--- config.mk ---
export PLATFORM = sky130hd
export DESIGN_NAME = mbgd_grad_update
export DESIGN_NICKNAME = d
export VERILOG_FILES = /design/src/rtl/mbgd_grad_update.sv
export SDC_FILE = /design/constraint.sdc
export NUM_CORES = 2
export LEC_CHECK = 0
export ABC_AREA = 1
export CAP_MARGIN = 20
export CORE_ASPECT_RATIO = 2
export CORE_MARGIN = 10
export CORE_UTILIZATION = 55
export DETAILED_ROUTE_END_ITERATION = 16
export PLACE_DENSITY_LB_ADDON = 0.25
export REMOVE_ABC_BUFFERS = 1
export SETUP_SLACK_MARGIN = 0.4
export SYNTH_ARGS = -nofsm -noshare
export SYNTH_HDL_FRONTEND = slang
export SYNTH_SLANG_ARGS = --single-unit
--- constraint.sdc ---
create_clock -name clk -period 6.81 [get_ports clk]
set_input_delay 0.681 -clock clk [delete_from_list [all_inputs] [get_ports clk]]
set_output_delay 0.681 -clock clk [all_outputs]
set_load 0.01 [all_outputs]
--- src/rtl/mbgd_grad_update.sv ---
// Mini-batch gradient stage: accumulates err*x_j over B samples, then applies
// one saturating step teta_j -= acc_j >>> LR_SHIFT and publishes the new teta.
module mbgd_grad_update #(
    parameter int DW       = 8,
    parameter int N        = 8,
    parameter int B        = 4,
    parameter int B_bit    = 2,
    parameter int LR_SHIFT = 8
) (
    input  logic              clk,
    input  logic              resetn,
    input  logic              enable,
    input  logic              teta_load,
    input  logic [DW*N-1:0]   teta_init,
    input  logic              in_valid,
    output logic              in_ready,
    input  logic [DW-1:0]     h,
    input  logic              y,
    input  logic [DW*N-1:0]   x,
    output logic [DW*N-1:0]   teta,
    output logic              teta_valid,
    output logic [B_bit-1:0]  batch_cnt
);

    localparam int EW = DW + 1;            // err width
    localparam int PW = 2 * DW + 1;        // err*x product width
    localparam int AW = 2 * DW + 1 + B_bit; // accumulator width, sized so B products never overflow

    localparam logic signed [EW-1:0] Y_ONE    = EW'((1 << DW) - 1);
    localparam logic signed [EW-1:0] Y_ZERO   = '0;
    localparam logic signed [AW-1:0] SAT_MAX  = AW'((1 << (DW - 1)) - 1);
    localparam logic signed [AW-1:0] SAT_MIN  = AW'(-(1 << (DW - 1)));
    localparam logic [DW-1:0]        POS_LIM  = {1'b0, {(DW-1){1'b1}}};
    localparam logic [DW-1:0]        NEG_LIM  = {1'b1, {(DW-1){1'b0}}};
    localparam logic [B_bit-1:0]     LAST_CNT = B_bit'(B - 1);

    typedef enum logic [1:0] {
        IDLE   = 2'd0,
        ACCUM  = 2'd1,
        UPDATE = 2'd2
    } state_t;

    state_t state, state_next;

    logic signed [EW-1:0] y_val;
    logic signed [EW-1:0] err;
    logic signed [PW-1:0] prod     [N];
    logic signed [AW-1:0] acc      [N];
    logic signed [AW-1:0] diff     [N];
    logic [DW-1:0]        teta_sat [N];
    logic                 accept;

    assign in_ready = (state == ACCUM);
    assign accept   = in_valid & in_ready & enable;

    // NOTE: every combinational output gets a default before the case, so no
    // path through the block leaves a value unassigned and no latch is inferred.
    always_comb begin
        state_next = state;
        case (state)
            IDLE:    state_next = IDLE;
            ACCUM:   if (in_valid && batch_cnt == LAST_CNT) state_next = UPDATE;
            UPDATE:  state_next = ACCUM;
            default: state_next = IDLE;
        endcase
    end

    always_comb begin
        y_val = y ? Y_ONE : Y_ZERO;
        err   = $signed({1'b0, h}) - y_val;
        for (int j = 0; j < N; j++) begin
            prod[j] = PW'(err) * PW'($signed({1'b0, x[DW*j +: DW]}));
            // Arithmetic shift floors toward -inf, so a negative sum steps up by one extra LSB.
            diff[j] = AW'($signed(teta[DW*j +: DW])) - (acc[j] >>> LR_SHIFT);
            if (diff[j] > SAT_MAX)
                teta_sat[j] = POS_LIM;
            else if (diff[j] < SAT_MIN)
                teta_sat[j] = NEG_LIM;
            else
                teta_sat[j] = diff[j][DW-1:0];
        end
    end

    // NOTE: state is updated with non-blocking assignments so every register
    // samples pre-edge values regardless of the order of statements.
    always_ff @(posedge clk) begin
        if (!resetn)
            state <= IDLE;
        else if (teta_load)
            state <= ACCUM;
        else if (enable)
            state <= state_next;
    end

    // NOTE: the accumulators are a small flop array rather than a RAM, so
    // clearing them in reset and on teta_load is legal and cheap.
    always_ff @(posedge clk) begin
        if (!resetn) begin
            teta       <= '0;
            teta_valid <= 1'b0;
            batch_cnt  <= '0;
            for (int j = 0; j < N; j++) acc[j] <= '0;
        end else if (teta_load) begin
            teta       <= teta_init;
            teta_valid <= 1'b0;
            batch_cnt  <= '0;
            for (int j = 0; j < N; j++) acc[j] <= '0;
        end else if (!enable) begin
            teta_valid <= 1'b0;
        end else begin
            teta_valid <= 1'b0;
            if (accept) begin
                batch_cnt <= batch_cnt + B_bit'(1);
                for (int j = 0; j < N; j++) acc[j] <= acc[j] + AW'(prod[j]);
            end
            if (state == UPDATE) begin
                teta_valid <= 1'b1;
                for (int j = 0; j < N; j++) begin
                    teta[DW*j +: DW] <= teta_sat[j];
                    acc[j]           <= '0;
                end
            end
        end
    end

endmodule

==> flow_summary.ini <==
[global_route]
grt_overflow = 0
grt_pass1_vias = 46500
grt_pass1_wl_mm = 217
antenna_found_initial = 10
grt_use_total_pct = 29.2
grt_max_degree = 95

[setup_path]
cp-end-kind = flip-flop
r2r_cells = 9
cpMaxStageDelayCell = fa_1
cpPeakStageDelay_ps = 500
worstPathArrival_ps = 7410
path_class = primary input to flip-flop
critPathBufInv = 17
crit_fanout = 5
crit_path_frequent_cell = buf_4
critical_path_required_ps = 7190
cp.depth = 43
start_kind = primary input
cp_top_family = adder cells

[floorplan]
die_w_um = 218
num_rows = 145
die_h_um = 416
start_util_pct = 55.3
die_area_sq_um = 90700
ioPinCount = 210
core_area_sq_um = 78000

[yosys]
syn_area_sq_um = 43100
synth_edf_count = 76
yosys.area.top_type_share_pct = 22.3
yosysSeqAreaShare_pct = 12.0
synth_cell_types = 51
synth-main-ff-cell = dfxtp_1
synth_area_leaders = fa_1, ha_1, nand2_1, inv_1, dfxtp_1
yosys_warnings = 0
syn_avg_cell_area_sq_um = 6.90
ys_ff_latch = 221
synth_area_leader_cell = fa_1
synth_cells = 6248
async_reset_ff_share_pct = 0

[detailed_routing]
via_per_inst = 5.45
dr.pass1.iters = 8
antenna_left = 0
vias = 45000
wl_per_cell_um = 17.4
route.detailed.drc = 0
drtIter0Drc = 2391
finalWirelength_mm = 144

[min_path]
hold_path_depth = 2
hp-class = flip-flop to flip-flop

[clock_tree]
cts-htree-levels = 1
numCtsBuffers = 27
clkTransAtPathRegs_ps = 60
cts_tree = built
clkLatencyLatePin_ps = 630
ctsHoldBuffers = 0
clockBufferDepth = 3
cts_sinks = 221
clock-root-buffer = clkbuf_16

[timing]
grt_setup_unrepaired = yes
tightest_slew_ps = 1110
max_slew_margin_pct = 25.9
timing.fmax_mhz = 142
clock_skew_ps = 20.3
timing.final.ws_setup_ps = -227
hold_viol_final = 0
post-route-period-util_pct = 103
slew_violations = 0
min_period_ps = 7040
final-setup-viol-count = 22

[final_layout]
drive_above_1_share_pct = 25.2
fin_nets = 8336
fillers = 5538
synthToLayoutAreaGrowth_pct = 36.5

[placed_design]
place_congestion = 0.953
dp_slack_ps = -1340
hpwlAfterDp_mm = 104
io_buffers = 209

[run_status]
violations = setup timing
status = finished, violations left

[flow_run]
maxCapViolCount = 0
[worst reg2reg max path, delay by kind of cell (launching register included)]
| family | cells | cell delay [ps] |
|---|---|---|
| flops | 1 | 330 |
| compound gates | 1 | 60 |
| buf+inv | 4 | 1760 |
| simple gates | 4 | 740 |
[cell type report]
| cell class | count | area, sq um | share of cell area (%) |
|---|---|---|---|
| Antenna cell | 10 | 25.0 | 0.0425 |
| Clock buffer | 38 | 779 | 1.32 |
| Clock inverter | 11 | 140 | 0.238 |
| Inverter | 1314 | 4970 | 8.44 |
| Multi-Input combinational cell | 4579 | 37200 | 63.2 |
| Sequential cell | 221 | 5180 | 8.81 |
| Tap cell | 1029 | 1290 | 2.19 |
| Timing Repair Buffer | 1064 | 9260 | 15.7 |
[layer usage]
layer	GRT usage, %	up-vias	wire [um]
met1	28.0	21300	48100
met5	0	-	42
met4	19.9	8	12100
met2	55.6	1610	75800
li1	-	21300	-
met3	4.06	726	8080
[cell families (layout without fill, tap and decap cells)]
group	Yosys count	in the layout	synth area share (%)
xor+xnor	167	167	3.39
compound gates	815	815	10.2
buf+inv	1448	2427	12.8
fa+ha+maj	987	987	37.0
simple gates	2610	2610	24.5
other cells	0	10	0
flops	221	221	12.0
[worst paths after layout]
check        slack [ps]      from    endpoint
max                -230         y  acc[1][18]
min                 470  state[0]    state[0]
max reg2reg        3800  state[0]    teta[52]
min reg2reg         470  state[0]    state[0]
[cells in the mapped netlist (39+ instances only)]
master and instances:
o21ai_0 154, nor2_1 689, or2_2 39, clkbuf_1 83
xor2_1 82, a21oi_1 529, nand2_1 1438, edfxtp_1 76
nand3_1 324, dfxtp_1 145, fa_1 481, ha_1 506
xnor2_1 85, inv_1 1300
[stage by stage]
step / cells / hold WS [ps] / util [%] / setup TNS, ps / cell area [sq um]
6_report: 8266 / 466 / 75.5 / -1880 / 58900
5_1_grt: 8259 / 487 / 75.4 / -13440 / 58900
4_1_cts: 8182 / 469 / 70.7 / 0 / 55100
3_5_place_dp: 8033 / 460 / 65.8 / -87450 / 51400
3_3_place_gp: 8033 / 452 / 65.8 / -74150 / 51400
2_1_floorplan: 6114 / 439 / - / -75810 / 42500
[state kept, by name, indices dropped and copies added (netlist names)]
signal and count:
acc 152, batch_cnt 2, state 2, teta 64, teta_valid 1
[cells in the final DEF (no fill, tap or decap), drive strengths merged, types with 2 or more instances in the layout]
cell type	instances
a21boi	3
a21o	23
a21oi	531
a31o	3
a31oi	23
a32o	3
and2	9
and3	2
buf	855
bufinv	3
clkbuf	42
clkdlybuf4s50	199
clkinv	20
dfxtp	145
diode	10
dlygate4sd2	3
dlymetal6s2s	2
edfxtp	76
fa	481
ha	506
inv	1301
nand2	1440
nand3	324
nand3b	12
nand4	38
nor2	699
nor3	38
nor4	6
o2111ai	6
o211ai	5
o21a	14
o21ai	156
o21bai	31
o22ai	4
o31ai	8
or2	41
xnor2	85
xor2	82
[what timing repair did]
action	in CTS	in global routing
pin swaps	249	447
endpoints found under the setup margin	90	94
cloned	3	2
setup buffers	97	72
gates resized for setup	455	746
Power is not shown: default switching activity piles up to over one toggle a cycle in this logic, so the estimate is an artifact.
